[src/rtl/red_pitaya_bus_pkg.sv]
// red_pitaya_bus_pkg: shared types and widths for the DSP bus master
package red_pitaya_bus_pkg;
    localparam int ADDR_W = 32;
    localparam int DATA_W = 32;
    localparam int SEL_W  = 4;
    typedef enum logic [1:0] {IDLE, ISSUE, WAIT, RESP} state_t;
    typedef struct packed {
        logic              we;
        logic [SEL_W-1:0]  sel;
        logic [ADDR_W-1:0] addr;
        logic [DATA_W-1:0] wdata;
    } cmd_t;
    localparam int CMD_W = $bits(cmd_t);
endpackage

[src/rtl/red_pitaya_cmd_fifo.sv]
// red_pitaya_cmd_fifo: synchronous FIFO with registered read data
module red_pitaya_cmd_fifo #(
    parameter int W = 69,
    parameter int D = 4
) (
    input  logic         clk_i,
    input  logic         rstn_i,
    input  logic         push,
    input  logic         pop,
    input  logic [W-1:0] din,
    output logic [W-1:0] dout,
    output logic         full,
    output logic         empty
);
    localparam int AW = $clog2(D);
    localparam logic [AW:0] DCNT = D[AW:0];
    logic [W-1:0]  mem [D];
    logic [AW-1:0] wp, rp;
    logic [AW:0]   cnt;
    logic          do_push, do_pop;
    assign full    = cnt == DCNT;
    assign empty   = cnt == '0;
    assign do_push = push && !full;
    assign do_pop  = pop && !empty;
    // storage array, written on an accepted push
    always_ff @(posedge clk_i) begin
        if (do_push) mem[wp] <= din;
    end
    // pointers, occupancy and output register; a pop loads the head entry into dout
    always_ff @(posedge clk_i or negedge rstn_i) begin
        if (!rstn_i) begin
            wp   <= '0;
            rp   <= '0;
            cnt  <= '0;
            dout <= '0;
        end else begin
            wp  <= wp + AW'(do_push);
            rp  <= rp + AW'(do_pop);
            cnt <= cnt + (AW+1)'(do_push) - (AW+1)'(do_pop);
            if (do_pop) dout <= mem[rp];
        end
    end
endmodule

[src/rtl/red_pitaya_bus_master.sv]
// red_pitaya_bus_master: FIFO-buffered command replay onto the DSP system bus with ack timeout
module red_pitaya_bus_master
    import red_pitaya_bus_pkg::*;
#(
    parameter int FIFO_DEPTH = 4,
    parameter int TIMEOUT    = 255
) (
    input  logic              clk_i,
    input  logic              rstn_i,
    input  logic              cmd_valid_i,
    output logic              cmd_ready_o,
    input  logic              cmd_we_i,
    input  logic [ADDR_W-1:0] cmd_addr_i,
    input  logic [DATA_W-1:0] cmd_wdata_i,
    input  logic [SEL_W-1:0]  cmd_sel_i,
    output logic              rsp_valid_o,
    input  logic              rsp_ready_i,
    output logic [DATA_W-1:0] rsp_rdata_o,
    output logic              rsp_err_o,
    output logic              rsp_timeout_o,
    output logic              busy_o,
    output logic [ADDR_W-1:0] sys_addr_o,
    output logic [DATA_W-1:0] sys_wdata_o,
    output logic [SEL_W-1:0]  sys_sel_o,
    output logic              sys_wen_o,
    output logic              sys_ren_o,
    input  logic [DATA_W-1:0] sys_rdata_i,
    input  logic              sys_err_i,
    input  logic              sys_ack_i
);
    state_t      state, nxt;
    cmd_t        cmd_in, req;
    logic        pop, empty, full, expired;
    logic [15:0] timer, tmr_inc;
    assign cmd_in = {cmd_we_i, cmd_sel_i, cmd_addr_i, cmd_wdata_i};
    // the FIFO output register doubles as the request register: it only changes on a pop in IDLE
    red_pitaya_cmd_fifo #(.W(CMD_W), .D(FIFO_DEPTH)) u_fifo (
        .clk_i  (clk_i),
        .rstn_i (rstn_i),
        .push   (cmd_valid_i),
        .pop    (pop),
        .din    (cmd_in),
        .dout   (req),
        .full   (full),
        .empty  (empty)
    );
    assign cmd_ready_o = !full;
    assign tmr_inc     = timer + 16'(timer != 16'hFFFF);
    assign expired     = tmr_inc >= 16'(TIMEOUT);
    assign sys_addr_o  = req.addr;
    assign sys_wdata_o = req.wdata;
    assign sys_sel_o   = req.sel;
    assign sys_wen_o   = state == ISSUE && req.we;
    assign sys_ren_o   = state == ISSUE && !req.we;
    assign rsp_valid_o = state == RESP;
    assign busy_o      = state != IDLE || !empty;
    // state register
    always_ff @(posedge clk_i or negedge rstn_i) begin
        if (!rstn_i) state <= IDLE;
        else         state <= nxt;
    end
    // next state and FIFO pop
    always_comb begin
        nxt = state;
        pop = 1'b0;
        case (state)
            IDLE:    if (!empty) begin pop = 1'b1; nxt = ISSUE; end
            ISSUE:   nxt = WAIT;
            WAIT:    if (sys_ack_i || expired) nxt = RESP;
            RESP:    if (rsp_ready_i) nxt = IDLE;
            default: nxt = IDLE;
        endcase
    end
    // saturating wait timer, cleared on the strobe cycle
    always_ff @(posedge clk_i or negedge rstn_i) begin
        if (!rstn_i)              timer <= '0;
        else if (state == ISSUE)  timer <= '0;
        else if (state == WAIT)   timer <= tmr_inc;
    end
    // response capture on leaving WAIT; an ack takes priority over expiry
    always_ff @(posedge clk_i or negedge rstn_i) begin
        if (!rstn_i) begin
            rsp_rdata_o   <= '0;
            rsp_err_o     <= 1'b0;
            rsp_timeout_o <= 1'b0;
        end else if (state == WAIT && sys_ack_i) begin
            rsp_rdata_o   <= req.we ? '0 : sys_rdata_i;
            rsp_err_o     <= sys_err_i;
            rsp_timeout_o <= 1'b0;
        end else if (state == WAIT && expired) begin
            rsp_rdata_o   <= '0;
            rsp_err_o     <= 1'b1;
            rsp_timeout_o <= 1'b1;
        end
    end
endmodule

[config.mk]
export PLATFORM = sky130hd
export DESIGN_NAME = red_pitaya_bus_master
export DESIGN_NICKNAME = d
export VERILOG_FILES = /design/src/rtl/red_pitaya_bus_pkg.sv /design/src/rtl/red_pitaya_cmd_fifo.sv /design/src/rtl/red_pitaya_bus_master.sv
export SDC_FILE = /design/constraint.sdc
export NUM_CORES = 1
export LEC_CHECK = 0
export ABC_CLOCK_PERIOD_IN_PS = 11570
export BUFFER_PORTS_ARGS = -buffer_cell sky130_fd_sc_hd__buf_4
export CAP_MARGIN = 20
export CORE_MARGIN = 5
export CORE_UTILIZATION = 39
export DETAILED_ROUTE_END_ITERATION = 8
export GPL_ROUTABILITY_DRIVEN = 0
export HOLD_SLACK_MARGIN = 0.1
export SYNTH_ARGS = -nofsm -noshare
export SYNTH_HDL_FRONTEND = slang
export SYNTH_SLANG_ARGS = --single-unit
[constraint.sdc]
create_clock -name clk_i -period 11.57 [get_ports clk_i]
set_input_delay 1.157 -clock clk_i [delete_from_list [all_inputs] [get_ports clk_i]]
set_output_delay 1.157 -clock clk_i [all_outputs]
set_load 0.03 [all_outputs]
* Word-level counts from Yosys, hierarchy flattened
Memories as Yosys holds them, arrays and structs flattened. A register that Yosys moved wholly into a read port is not among the register bits.
Index checks and enable logic that the tools add are counted.
** Storage, ports and cells
- Register bits :: 59
- Memory bits (writable) :: 276
- Input bits :: 107
- Output and inout port bits :: 107
- Logic and storage cells :: 57
- Memories kept :: 1
** Operators by class
- Add/subtract/negate cells :: 5
- $lt $le $gt $ge :: 1
- Eq/ne operators :: 8
- Mux-type cells :: 16
- Reduce and logical (&&, ||, !) cells :: 18
** Memory list
- u_fifo.mem :: words 4, width 69, rd ports 1, clocked after Yosys merged registers in 1, write ports 1, RTL line red_pitaya_cmd_fifo.sv:17 : logic [W-1:0] mem [D];
** Operator list (number)
- 2-to-1 mux 32 bit :: 3
- 2-to-1 mux 16 bit :: 2
- adder 16 x 1 -> 16 bit :: 1
- >= comparator 16 x 8 -> 1 bit, second input constant :: 1
- != test 16 bit, second input constant :: 1
- case mux 2 bit (4 select lines) :: 1
- 2-to-1 mux 1 bit :: 7
- logical AND 1 bit :: 6
- 2-to-1 mux 2 bit :: 3
- nonzero test 2 bit :: 3
- adder 2 x 1 -> 2 bit :: 2
- == test 2 bit, second input constant :: 2
- zero test 1 bit :: 4
- != test 2 bit, second input constant :: 2
- adder 3 x 1 -> 3 bit :: 1
- == test 3 bit, second input constant :: 1
- zero test 3 bit :: 1
- AND reduction 3 bit :: 1
- subtractor 3 x 1 -> 3 bit :: 1
- == test 2 x 1 -> 1 bit, second input constant :: 1
- zero test 2 bit :: 1
- logical OR 1 bit :: 2
- != test 2 x 1 -> 1 bit, second input constant :: 1

* Logic depth before layout (Yosys ltp)
- Depth after elaboration :: 6
- Depth in mapped cells :: 13
- Depth with buffers taken out :: 11

* By module
From an unflattened synthesis, not the netlist that was laid out.
** Second synthesis, totals
- Cells, all modules :: 780
- Area total of the unflattened synthesis :: 15464.8 sq um
** Modules (own cells, without submodules)
- red_pitaya_cmd_fifo :: times used 1, cells an instance 535, area each 12853.6 sq um, seq. area each 10189.8 sq um
- red_pitaya_bus_master :: times used 1, cells an instance 245, area each 2611.3 sq um, seq. area each 1301.2 sq um

* Worst setup path after synthesis
Ideal clock, no wire load.
- Path kind :: input -> register
- From :: in cmd_valid_i
- To :: mem u_fifo.mem[0][0], enable pin
- Setup time :: 595 ps
- Arrival :: 6463 ps
- Data required time :: 10975 ps
- Setup slack :: 4512 ps
- Stages on the path :: 2
- Path buffers :: 0
- Cells stage by stage :: and2_0 nor3b_1
** On the way
- Cells in the longest elaborated chain, start to end :: 3
** RTL lines
- start, declared :: RTL line red_pitaya_bus_master.sv:10 : input logic cmd_valid_i,
- logical AND 1 bit :: RTL line red_pitaya_cmd_fifo.sv:23 : assign do_push = push && !full;
- 2-to-1 mux 1 bit :: RTL line red_pitaya_cmd_fifo.sv:27 : if (do_push) mem[wp] <= din;
- 2-to-1 mux 1 bit (not written as such) :: RTL line red_pitaya_cmd_fifo.sv:27
- end, declared :: RTL line red_pitaya_cmd_fifo.sv:17
No other way between the ends.

* Worst setup path in the final report
- From :: reg timer[7]
- To :: reg rsp_rdata_o[19]
** On the way
- Cells in the longest elaborated chain, start to end :: 5
** RTL lines
- start, declared :: RTL line red_pitaya_bus_master.sv:34 : logic [15:0] timer, tmr_inc;
- start signal, assigned :: RTL line red_pitaya_bus_master.sv:78 : else if (state == WAIT) timer <= tmr_inc;
- != test 16 bit :: RTL line red_pitaya_bus_master.sv:48 : assign tmr_inc = timer + 16'(timer != 16'hFFFF);
- adder 16 x 1 -> 16 bit * :: RTL line red_pitaya_bus_master.sv:48
- >= comparator 16 x 8 -> 1 bit * :: RTL line red_pitaya_bus_master.sv:49 : assign expired = tmr_inc >= 16'(TIMEOUT);
- logical AND 1 bit * :: RTL line red_pitaya_bus_master.sv:90 : end else if (state == WAIT && expired) begin
- nonzero test 2 bit (no source line) *
- end signal, assigned :: RTL line red_pitaya_bus_master.sv:87 : rsp_rdata_o <= req.we ? '0 : sys_rdata_i;
- end, declared :: RTL line red_pitaya_bus_master.sv:18 : output logic [DATA_W-1:0] rsp_rdata_o,
Mark *: on every way between the ends. The rest lies on a longest branch, timed or not.
A chain may end at the register's enable or synchronous reset.

==> results.cfg <==
[pwr]
powerDensity_nw_per_um2 = 284
power_switching_w = 0.00180
p_clk_frac = 0.257
leakage_nw = 7.25
vdd.ir_drop.worst_mv = 0.163
combPwrFrac = 0.331
seqPwrFrac = 0.411
p_int_w = 0.00361
swShare = 0.332

[min_path]
hold_class = reg2reg
worst_hold_path.endpoint = u_fifo.dout[52]
min_path_cells = 1
holdCritStartpoint = u_fifo.dout[52]

[routing]
vias = 7849
drc = 0
ant_nets = 0
wl_per_cell_um = 20.8
drt-pass1-iter-count = 4
drt_first_iter_violations = 439
routed_via_density = 5.04
drt_wl_total_um = 32300

[timing]
tightest_slew_ns = 1.02
period_needed_ns = 3.51
max_slew_margin = 0.321
maxSlewViolCount = 0
rsz0062_at_grt = no
fmax_mhz = 285
fin_tns_setup_ns = 0
final-hold-violation-count = 0
clock-skew-final_ns = 0.0307
post-route-period-util = 0.304
setup_viol = 0

[clock_tree]
post_cts_buffers = 0
holdBufCountCts = 0
cts_sinks = 404
cts_tree = built
cts_max_path_buffers = 3
cts_resized = 0
cts.htree.levels = 2
cts.reportedPaths.clkPinSlew_ns = 0.06
numCtsBuffers = 44
cts_root_buffer = clkbuf_16
clock_latency_ns = 0.58

[placed_design]
placed_cells = 1475
portBuffers = 213
hpwlAfterDp_um = 19500

[critical_path]
worst-path-max-fanout = 34
crit_arrival_ns = 4.01
setup.worst_path.end_class = flop
timing.rr.start = timer[7]
timing.reg2reg.setup_slack_ns = 8.06
cp.required_ns = 12.06
critPathKind = reg2reg
startpoint = timer[7]
reg2reg_to = rsp_rdata_o[19]
start_kind = flop
reg2regPathDepth = 10

[yosys]
synth.area.top_cells = edfxtp_1 52%, dfrtp_1 20%, mux4_2 9.8%
synth_nets = 948
synth_seq_cells = 404
yosys_most_used_dff = edfxtp_1
syn_inst = 829
async_flop_share = 0.317
yosysSeqAreaShare = 0.724
syn_area_um2 = 15900
synth_top_area_share = 0.522
ys_types = 54
avgSynthCellArea_um2 = 19.1
yosysWarnings = 0
yosysTopAreaCell = edfxtp_1
synth_edf_count = 276

[cells_and_area]
fin_nets = 1115
layout_common_cells = 276 x edfxtp_1, 224 x buf_4, 126 x dfrtp_1
drive_above_1_share = 0.456
final_common_cell = edfxtp_1
syn_to_final_growth_pct = 20.0
insertedDiodeCount = 0
fin_cells = 1557

[floorplanning]
coreArea_um2 = 40000
initial_utilization = 0.397
die_area_um2 = 44800
die_h_um = 212
placementRows = 73
pin_count = 214
die_w_um = 212

[global_routing]
grt_usage = 0.144
gr-total-overflow = 0
grt_max_degree = 79
grt_pass1_vias = 8510
antenna_found_initial = 3
grt_pass1_wl_um = 49900

[job]
maxCapViolCount = 0

[run_status]
status = finished clean
-- worst max-delay path by stage --
stage,endpoint,slack (ns),cells past startpoint
2_1_floorplan,u_fifo.mem[0][0],4.51,2
3_3_place_gp,u_fifo.mem[2][49],7.91,5
3_5_place_dp,u_fifo.mem[2][46],7.90,5
4_1_cts,rsp_rdata_o[2],8.04,10
5_1_grt,rsp_timeout_o,7.84,10
6_report,rsp_rdata_o[19],8.06,10
-- per-stage QoR --
| step | utilization | hold WS (ns) | total power [W] | instance area [um2] | setup WS (ns) |
|---|---|---|---|---|---|
| after global placement | 0.439 | 0.490 | 0.00406 | 17600 | 7.91 |
| after CTS | 0.476 | 0.508 | 0.00551 | 19000 | 8.04 |
| final | 0.476 | 0.505 | 0.00541 | 19000 | 8.06 |
| after floorplan | - | 0.464 | 0.00361 | 15900 | 4.51 |
| after detailed placement | 0.439 | 0.494 | 0.00410 | 17600 | 7.90 |
| after global routing | 0.476 | 0.517 | 0.00570 | 19000 | 7.84 |
-- cell type report --
cell class | count | area (um2)
Sequential cell | 404 | 11500
Multi-Input combinational cell | 306 | 3660
Timing Repair Buffer | 225 | 1690
Inverter | 15 | 56.3
Clock inverter | 24 | 243
Fill cell | 3424 | 21000
Clock buffer | 58 | 1220
Tap cell | 525 | 657
-- power by group through the flow --
stage | registers [W] | logic (W) | clock network [W]
after global routing | 0.00227 | 0.00193 | 0.00150
after global placement | 0.00225 | 0.00181 | 0
final | 0.00222 | 0.00179 | 0.00139
after detailed placement | 0.00226 | 0.00183 | 0
after floorplan | 0.00224 | 0.00138 | 0
after CTS | 0.00224 | 0.00184 | 0.00143
-- flip-flops by register name, indices dropped and copies added, names as in the netlist --
name / flops
rsp_rdata_o: 32
timer: 16
rsp_err_o: 1
u_fifo.rp: 2
u_fifo.cnt: 3
rsp_timeout_o: 1
u_fifo.wp: 2
state: 2
u_fifo.mem: 276
u_fifo.dout: 69
-- cells in the mapped netlist, types with 2 or more instances --
cell             n
o31ai_1          7
a31oi_1          3
xor2_1           3
o21ai_0         17
xnor2_1          6
mux2_2          69
nand4_4          2
buf_6            4
o2bb2ai_1        2
edfxtp_1       276
nand2b_1         2
nand3_1          4
inv_1           15
dfrtp_1        128
nor2_1          17
nor4_1           3
nand4_1          3
ha_1            11
buf_1            6
buf_2            2
dlygate4sd3_1    2
nand3b_1         3
a22o_1          17
a22o_2          19
mux2i_1          2
nand2_1         17
mux4_2          69
a21oi_1          4
and3_1           4
clkbuf_1        20
buf_4           68
a21boi_0         2
-- cells by family (layout without fill, tap and decap cells) --
family          count (synthesis)  after routing  share of synthesized area
compound gates                 78             78                     0.0398
xor+xnor                        9              9                    0.00497
fa+ha+maj                      12             12                    0.00994
buf+inv                       119            322                     0.0476
flops                         404            404                      0.724
mux                           140            140                      0.148
simple gates                   67             67                     0.0252
-- worst max-delay path: stages (launching register included) --
cell and delay [ns]:
dfrtp_1 0.49, nand4_4 0.20, nor4_1 0.33, nand2_1 0.13
ha_1 0.29, nand4_4 0.18, nor4_4 0.06, or3_2 0.41
a211o_1 0.36, o21ai_4 0.70, a22o_2 0.28
-- per-layer routing --
metal	up-vias	part of all wire	global-route usage
met1	4087	0.44	0.190
met3	49	0.064	0.0400
li1	3509	-	-
met5	-	0.0014	0
met4	6	0.021	0.0431
met2	198	0.48	0.234
No activity file was read; power rests on OpenSTA's default activity.
